$ cat src/rtl/lsu_pkg.sv
// lsu_pkg: shared definitions for the load/store unit.
//   - funct3 encodings of the RV32I loads/stores handled by the unit
//   - FSM state encoding (also exported on the top's dbg_state output)
//   - legality and misalignment helpers used by the request decode
package lsu_pkg;

  localparam logic [2:0] F3_B  = 3'b000;
  localparam logic [2:0] F3_H  = 3'b001;
  localparam logic [2:0] F3_W  = 3'b010;
  localparam logic [2:0] F3_BU = 3'b100;
  localparam logic [2:0] F3_HU = 3'b101;

  typedef enum logic [1:0] {
    ST_IDLE = 2'd0,
    ST_RD   = 2'd1,
    ST_WR   = 2'd2,
    ST_RESP = 2'd3
  } lsu_state_e;

  // Stores only have B/H/W; loads additionally have BU/HU.
  function automatic logic is_illegal(input logic is_store, input logic [2:0] funct3);
    if (is_store) begin
      return (funct3 > F3_W);
    end
    return (funct3 == 3'b011) || (funct3 == 3'b110) || (funct3 == 3'b111);
  endfunction

  // funct3[1:0] encodes the access size (0=byte, 1=half, 2=word).
  function automatic logic is_misaligned(input logic [2:0] funct3, input logic [1:0] addr_lo);
    case (funct3[1:0])
      2'b01:   return addr_lo[0];
      2'b10:   return (addr_lo != 2'b00);
      default: return 1'b0;
    endcase
  endfunction

endpackage

$ cat src/rtl/lsu_mem_master_align.sv
// lsu_align: combinational lane logic for the load/store unit.
//   word       in  32  word read from memory
//   addr_lo    in   2  byte offset within the word
//   funct3     in   3  RV32I funct3 of the access
//   wdata      in  32  store data (low byte/half used for SB/SH)
//   load_data  out 32  extracted and sign/zero-extended load value
//   store_word out 32  word with the addressed byte/half replaced by wdata
module lsu_align
  import lsu_pkg::*;
(
  input  logic [31:0] word,
  input  logic [1:0]  addr_lo,
  input  logic [2:0]  funct3,
  input  logic [31:0] wdata,
  output logic [31:0] load_data,
  output logic [31:0] store_word
);

  logic [7:0]  byte_sel;
  logic [15:0] half_sel;

  always_comb begin
    byte_sel = word[7:0];
    case (addr_lo)
      2'd0: byte_sel = word[7:0];
      2'd1: byte_sel = word[15:8];
      2'd2: byte_sel = word[23:16];
      2'd3: byte_sel = word[31:24];
      default: byte_sel = word[7:0];
    endcase
    half_sel = addr_lo[1] ? word[31:16] : word[15:0];
  end

  always_comb begin
    load_data = word;
    case (funct3)
      F3_B:    load_data = {{24{byte_sel[7]}}, byte_sel};
      F3_BU:   load_data = {24'h0, byte_sel};
      F3_H:    load_data = {{16{half_sel[15]}}, half_sel};
      F3_HU:   load_data = {16'h0, half_sel};
      default: load_data = word;
    endcase
  end

  always_comb begin
    store_word = word;
    case (funct3)
      F3_B: begin
        case (addr_lo)
          2'd0: store_word[7:0]   = wdata[7:0];
          2'd1: store_word[15:8]  = wdata[7:0];
          2'd2: store_word[23:16] = wdata[7:0];
          2'd3: store_word[31:24] = wdata[7:0];
          default: store_word = word;
        endcase
      end
      F3_H: begin
        if (addr_lo[1]) store_word[31:16] = wdata[15:0];
        else            store_word[15:0]  = wdata[15:0];
      end
      default: store_word = wdata;
    endcase
  end

endmodule

$ cat src/rtl/lsu_mem_master.sv
// lsu_mem_master: RV32I load/store unit driving a word-only data memory.
//   clk, rst_n          clock, asynchronous active-low reset
//   req_*               request from execute stage (valid/ready)
//   resp_*              completion pulse with load data / error flag
//   mem_*               word interface to dmem (combinational read data)
//   dbg_state           current FSM state for observation
//
// Handshake: a request transfers on a rising edge where req_valid and
// req_ready are both high. req_ready is high only in IDLE; the core holds
// req_valid (and the request fields) until the transfer. resp_valid is a
// one-cycle pulse; resp_rdata/resp_err are meaningful only with it.
//
// Flow: IDLE -> RESP for illegal/misaligned requests (no memory access),
// IDLE -> RD -> RESP for loads, IDLE -> WR -> RESP for SW and
// IDLE -> RD -> WR -> RESP for SB/SH (read-modify-write).
module lsu_mem_master
  import lsu_pkg::*;
#(
  parameter int XLEN = 32
) (
  input  logic            clk,
  input  logic            rst_n,
  input  logic            req_valid,
  output logic            req_ready,
  input  logic            req_is_store,
  input  logic [2:0]      req_funct3,
  input  logic [XLEN-1:0] req_addr,
  input  logic [XLEN-1:0] req_wdata,
  output logic            resp_valid,
  output logic [XLEN-1:0] resp_rdata,
  output logic            resp_err,
  output logic            mem_read,
  output logic            mem_write,
  output logic [XLEN-1:0] mem_addr,
  output logic [XLEN-1:0] mem_wdata,
  input  logic [XLEN-1:0] mem_rdata,
  output logic [1:0]      dbg_state
);

  lsu_state_e state, state_next;

  logic            is_store_q;
  logic [2:0]      funct3_q;
  logic [XLEN-1:0] addr_q;
  logic [XLEN-1:0] wdata_q;
  logic [XLEN-1:0] wbuf;

  logic            accept;
  logic            req_bad;
  logic [XLEN-1:0] load_data;
  logic [XLEN-1:0] store_word;

  assign accept  = req_valid && (state == ST_IDLE);
  assign req_bad = is_illegal(req_is_store, req_funct3) ||
                   is_misaligned(req_funct3, req_addr[1:0]);

  lsu_align u_align (
    .word       (mem_rdata),
    .addr_lo    (addr_q[1:0]),
    .funct3     (funct3_q),
    .wdata      (wdata_q),
    .load_data  (load_data),
    .store_word (store_word)
  );

  always_ff @(posedge clk or negedge rst_n) begin
    if (!rst_n) state <= ST_IDLE;
    else        state <= state_next;
  end

  // Next state plus Moore output decode.
  always_comb begin
    state_next = state;
    req_ready  = 1'b0;
    resp_valid = 1'b0;
    mem_read   = 1'b0;
    mem_write  = 1'b0;
    case (state)
      ST_IDLE: begin
        req_ready = 1'b1;
        if (accept) begin
          if (req_bad)                                     state_next = ST_RESP;
          else if (req_is_store && (req_funct3 == F3_W))   state_next = ST_WR;
          else                                             state_next = ST_RD;
        end
      end
      ST_RD: begin
        mem_read   = 1'b1;
        state_next = is_store_q ? ST_WR : ST_RESP;
      end
      ST_WR: begin
        mem_write  = 1'b1;
        state_next = ST_RESP;
      end
      ST_RESP: begin
        resp_valid = 1'b1;
        state_next = ST_IDLE;
      end
      default: state_next = ST_IDLE;
    endcase
  end

  assign mem_addr  = {addr_q[XLEN-1:2], 2'b00};
  // SW writes the store data directly; SB/SH write the merged word.
  assign mem_wdata = (state != ST_WR)    ? '0 :
                     (funct3_q == F3_W)  ? wdata_q : wbuf;
  assign dbg_state = state;

  // Response registers only change on the edge that enters RESP, so they
  // hold the previous response while a new request is in flight.
  always_ff @(posedge clk or negedge rst_n) begin
    if (!rst_n) begin
      is_store_q <= 1'b0;
      funct3_q   <= 3'b000;
      addr_q     <= '0;
      wdata_q    <= '0;
      wbuf       <= '0;
      resp_rdata <= '0;
      resp_err   <= 1'b0;
    end else begin
      case (state)
        ST_IDLE: begin
          if (accept) begin
            is_store_q <= req_is_store;
            funct3_q   <= req_funct3;
            addr_q     <= req_addr;
            wdata_q    <= req_wdata;
            if (req_bad) begin
              resp_rdata <= '0;
              resp_err   <= 1'b1;
            end
          end
        end
        ST_RD: begin
          if (is_store_q) begin
            wbuf <= store_word;
          end else begin
            resp_rdata <= load_data;
            resp_err   <= 1'b0;
          end
        end
        ST_WR: begin
          resp_rdata <= '0;
          resp_err   <= 1'b0;
        end
        default: ;
      endcase
    end
  end

endmodule

$ cat config.mk
export PLATFORM = sky130hd
export DESIGN_NAME = lsu_mem_master
export DESIGN_NICKNAME = d
export VERILOG_FILES = /design/src/rtl/lsu_pkg.sv /design/src/rtl/lsu_mem_master_align.sv /design/src/rtl/lsu_mem_master.sv
export SDC_FILE = /design/constraint.sdc
export NUM_CORES = 1
export LEC_CHECK = 0
export CORE_UTILIZATION = 45
export DETAILED_ROUTE_END_ITERATION = 6
export GPL_ROUTABILITY_DRIVEN = 0
export PLACE_DENSITY_LB_ADDON = 0.15
export SYNTH_ARGS = -nofsm -noshare
export SYNTH_HDL_FRONTEND = slang
export SYNTH_SLANG_ARGS = --single-unit
$ cat constraint.sdc
create_clock -name clk -period 2.98 [get_ports clk]
set_input_delay 0.596 -clock clk [delete_from_list [all_inputs] [get_ports clk]]
set_output_delay 0.596 -clock clk [all_outputs]
set_load 0.05 [all_outputs]
# Yosys cells after proc, flatten, opt, wreduce, memory -nomap -nowiden

Index checks and enable logic that the tools add are counted.

Input port bits: 103
Output and inout port bits: 103
Register bits: 135
Word-level logic and storage cells: 75

Eq/ne operators: 20
Magnitude comparators: 1
Mux-type cells: 33
Reductions and logical operators: 13

Operators by type and width:

| operator             | number |
|---|---|
| $mux W32             | 5 |
| $pmux W32 S4         | 1 |
| $pmux W32 S3         | 1 |
| $pmux W32 S2         | 1 |
| $mux W16             | 3 |
| $mux W8              | 4 |
| $pmux W8 S4          | 1 |
| $eq A3 B3 Y1 const B | 4 |
| $mux W1              | 11 |
| $eq A2 B2 Y1 const B | 5 |
| $eq A3 B2 Y1 const B | 3 |
| $ne A2 B2 Y1 const B | 4 |
| $pmux W2 S4          | 1 |
| $eq A2 B1 Y1 const B | 3 |
| $mux W2              | 3 |
| $logic_not A2 Y1     | 2 |
| $reduce_and A2 Y1    | 2 |
| $reduce_and A4 Y1    | 1 |
| $eq A3 B1 Y1 const B | 1 |
| $gt A3 B2 Y1 const B | 1 |
| $logic_not A3 Y1     | 1 |
| $logic_or A1 B1 Y1   | 3 |
| $pmux W1 S3          | 1 |
| $reduce_bool A3 Y1   | 1 |
| other kinds (3)      | 4 |

# Longest topological paths before layout

Depth in word-level cells: 8
Mapped depth: 9
Mapped depth without buffers: 7

# Cells and area by module

From an unflattened synthesis, not the netlist that was laid out.

Cell total of the unflattened synthesis: 827
Area, all modules: 8262.9 µm²

By module, submodules not included:

| module         | area each (µm²) | cells each | instances |
|---|---|---|---|
| lsu_mem_master | 6930.4          | 628        | 1 |
| lsu_align      | 1332.5          | 199        | 1 |

# Least setup slack after synthesis

No wires, ideal clock.

Kind: reg-to-output
Start point: reg state[1] (netlist: dbg_state[1])
End point: out mem_wdata[21]
Setup slack: -0.386 ns
Data arrival time: 2.770 ns
Cell stages (with the launch flop): 4
Required time: 2.384 ns
Path buffers: 1
Path through: dfrtp_1 ha_1 clkbuf_1 a21boi_0

Cells in the longest elaborated chain, start to end: 2

RTL lines:

| element                | RTL line              | text |
|---|---|---|
| from (decl)            | lsu_mem_master.sv:40  | `lsu_state_e state, state_next;` |
| from (signal assigned) | lsu_mem_master.sv:68  | `else state <= state_next;` |
| $ne A2 B2 Y1           | lsu_mem_master.sv:105 | `assign mem_wdata = (state != ST_WR) ? '0 :` |
| $mux W32               | lsu_mem_master.sv:105 |  |
| to (decl)              | lsu_mem_master.sv:35  | `output logic [XLEN-1:0] mem_wdata,` |

Every way passes these cells.

# Final worst setup path

Start point: reg funct3_q[1]
End point: out mem_wdata[31]

Cells in the longest elaborated chain, start to end: 3

RTL lines:

| element                | RTL line              | text |
|---|---|---|
| from (decl)            | lsu_mem_master.sv:43  | `logic [2:0] funct3_q;` |
| from (signal assigned) | lsu_mem_master.sv:125 | `funct3_q <= req_funct3;` |
| $eq A3 B2 Y1           | lsu_mem_master.sv:106 | `(funct3_q == F3_W) ? wdata_q : wbuf;` |
| $mux W32               | lsu_mem_master.sv:106 |  |
| $mux W32               | lsu_mem_master.sv:105 |  |

Every way passes these cells.

==> run summary <==
Die X - 129 um
Area growth, synth to finish - 41.3%
EDFF count, synth - 0
Core Region - 15,800 um2
crit-path cells - inv_2 > nor3_4 > buf_4 > nand2_1 > a21boi_0 > buf_12
Clock Path Buffers - 2
outcome - finished, final reports clean
crit-path max cell delay - 0.38 ns
Seq/Total Area, Yosys - 0.464
Main synth FF type - dfrtp_1
share of cells above drive strength 1 - 0.203
Worst Skew - 0.00795 ns
WP data required - 2.38 ns
H-tree depth - 4
Cell Area, Synth - 7270 um2
clock-pin slew on the worst setup and hold paths - 0.06 ns
CTS root buffer - clkbuf_16
Max Cap Viol - 0
Port-buffer cells - 203
ANT nets after route - 0
I/O pins - 206
f_max - 359 MHz
first-pass GRT wire length - 33.2 mm
initial antenna violation count - 0
worst relative slew slack - 0.408
Buf+Inv Stages, Crit Path - 3
commonest non-fill, non-tap cells in the layout - nand2_1, clkdlybuf4s50_1, dfrtp_1
Vias - 6,490
crit-path max FO - 19
min Tclk post-route - 2.79 ns
worst hold path class - input port to asynchronous set/reset pin
vias in the first global route - 6,303
Leakage - 4.31 nW
Worst path slowest cell - a21boi_0
total iterations of the first detailed-routing run - 6
ys async rst share - 1.00
design area - 10,300 um2
WHS - 0.189 ns
# clock sinks - 135
estimated wirelength of the detail-placed design - 15.6 mm
fin util - 0.649
WL final - 21.4 mm
Num CTS Buffers - 17
# fillers - 1,237
synthesized flop and latch total - 135
Hold Fails Final Rpt - 0
yosys warns - 0
Post-DP Area - 9710 um2
endpoints failing setup - 0
Yosys cell types - 55
WP data arrival - 2.19 ns
critical path capture point type - primary output
Final Slew Violations - 0
DR iter-0 viols - 549
unrepaired setup endpoints after global routing - false
die span in y - 129 um
Tot Pwr - 13.5 mW
CTS Hold Bufs - 0
WL/cell - 18.7 um
Stages on worst setup path - 6
DRC - 0
crit path kind - flip-flop to primary output
Tcrit/Tclk final - 0.936
grt total ovfl - 0
commonest non-fill, non-tap cell in the layout - nand2_1
DR vias/cell - 5.68
TritonCTS clock tree - yes
Worst-Margin Slew - 0.888 ns
initial core utilization - 0.460
# rows - 46
Synth Area per Inst - 9.52 um2
Worst Setup Start Kind - flip-flop
power density cells - 1320 nW/um2
Largest delay share family, worst path - buffers and inverters
Worst VDD drop - 0.910 mV
die area - 16,700 um2
largest net degree at the start of global routing - 72
reg2reg path depth - 5
Overall Global Routing Usage - 0.263
clock latency on the worst-skew pair - 0.42 ns
number of diodes - 0
Mapped Cells - 764
Nets - 1,026
cells in the mapped netlist, types with 2 or more instances:
master	n	area (um2)
a221o_1	2	20.0
mux2_2	67	754
buf_1	8	30.0
a221oi_1	14	123
clkbuf_1	31	116
a211o_1	2	17.5
ha_1	8	100
inv_1	14	52.6
nor2b_1	3	18.8
nor3_1	9	45.0
o31ai_1	24	180
o21ai_0	46	230
a21oi_1	20	100
nor2_1	37	139
dfrtp_1	135	3380
a21boi_0	23	173
a22o_1	3	26.3
o311ai_0	7	61.3
a22oi_1	8	60.1
and3_1	8	50.1
mux2i_1	9	90.1
buf_6	2	22.5
a21o_1	2	15.0
nand2_1	170	638
o22ai_1	6	37.5
o21ai_1	5	25.0
buf_4	32	240
o221ai_1	7	61.3
a21boi_1	9	67.6
a31oi_1	7	43.8
buf_2	16	80.1
a211oi_1	7	52.6
cells by family (layout without fill, tap and decap cells):
logic type | count (synthesis) | in the layout | synth area share
and+or+nand+nor | 240 | 240 | 0.136
adders and majority gates | 8 | 8 | 0.0138
muxes | 77 | 77 | 0.119
other | 1 | 2 | 0.000516
AOI/OAI and AO/OA | 199 | 199 | 0.191
buffers and inverters | 104 | 266 | 0.0750
DFF | 135 | 135 | 0.464
what timing repair did:
item | CTS | global route
setup endpoints to repair | 0 | 16
resized for setup | 0 | 1
setup buffers | 0 | 0
area by class of cell:
cell class / instances / area [um2] / area share
Timing Repair Buffer: 220 / 2510 / 0.245
Tap cell: 216 / 270 / 0.0263
Clock buffer: 22 / 464 / 0.0452
Clock inverter: 9 / 101 / 0.00986
Inverter: 15 / 56.3 / 0.00548
Multi-Input combinational cell: 526 / 3500 / 0.340
Sequential cell: 135 / 3380 / 0.329
flip-flops by register name, indices dropped and copies added, names as in the netlist:
| name | cells |
|---|---|
| addr_q | 32 |
| dbg_state | 2 |
| funct3_q | 3 |
| is_store_q | 1 |
| resp_err | 1 |
| resp_rdata | 32 |
| wbuf | 32 |
| wdata_q | 32 |
metrics by stage:
step                TNS, ns  std cells  setup slack, ns
global placement          0       1112            0.440
floorplan            -0.342        765           -0.163
global route              0       1143           0.0667
detailed placement        0       1112            0.315
CTS                       0       1143          0.00956
finish                    0       1143            0.192
per-layer routing:
layer	vias up	wire length (um)	global-route usage
met4	0	522	0.0851
met1	3127	8430	0.316
met5	-	0	0
li1	2955	-	-
met2	349	10700	0.466
met3	59	1660	0.0578
worst paths after layout:
path,from,to,slack [ns]
worst max-delay path,funct3_q[1]$_DFFE_PN0P_,mem_wdata[31],0.19
worst min-delay path,rst_n,addr_q[17]$_DFFE_PN0P_,0.19
worst max register to register,funct3_q[0]$_DFFE_PN0P_,wbuf[19]$_DFFE_PN0P_,0.39
worst min register to register,wbuf[3]$_DFFE_PN0P_,wbuf[3]$_DFFE_PN0P_,0.48
max in group asynchronous,rst_n,wdata_q[5]$_DFFE_PN0P_,2.08
min in group clk,wbuf[3]$_DFFE_PN0P_,wbuf[3]$_DFFE_PN0P_,0.48
power breakdown:
part	internal [mW]	switching, mW	leakage [nW]
logic	3.11	4.86	2.36
clock network	1.26	0.768	0.279
registers	2.74	0.803	1.67
total	7.11	6.44	4.31
Note: power is estimated with default switching activity, not from simulation.
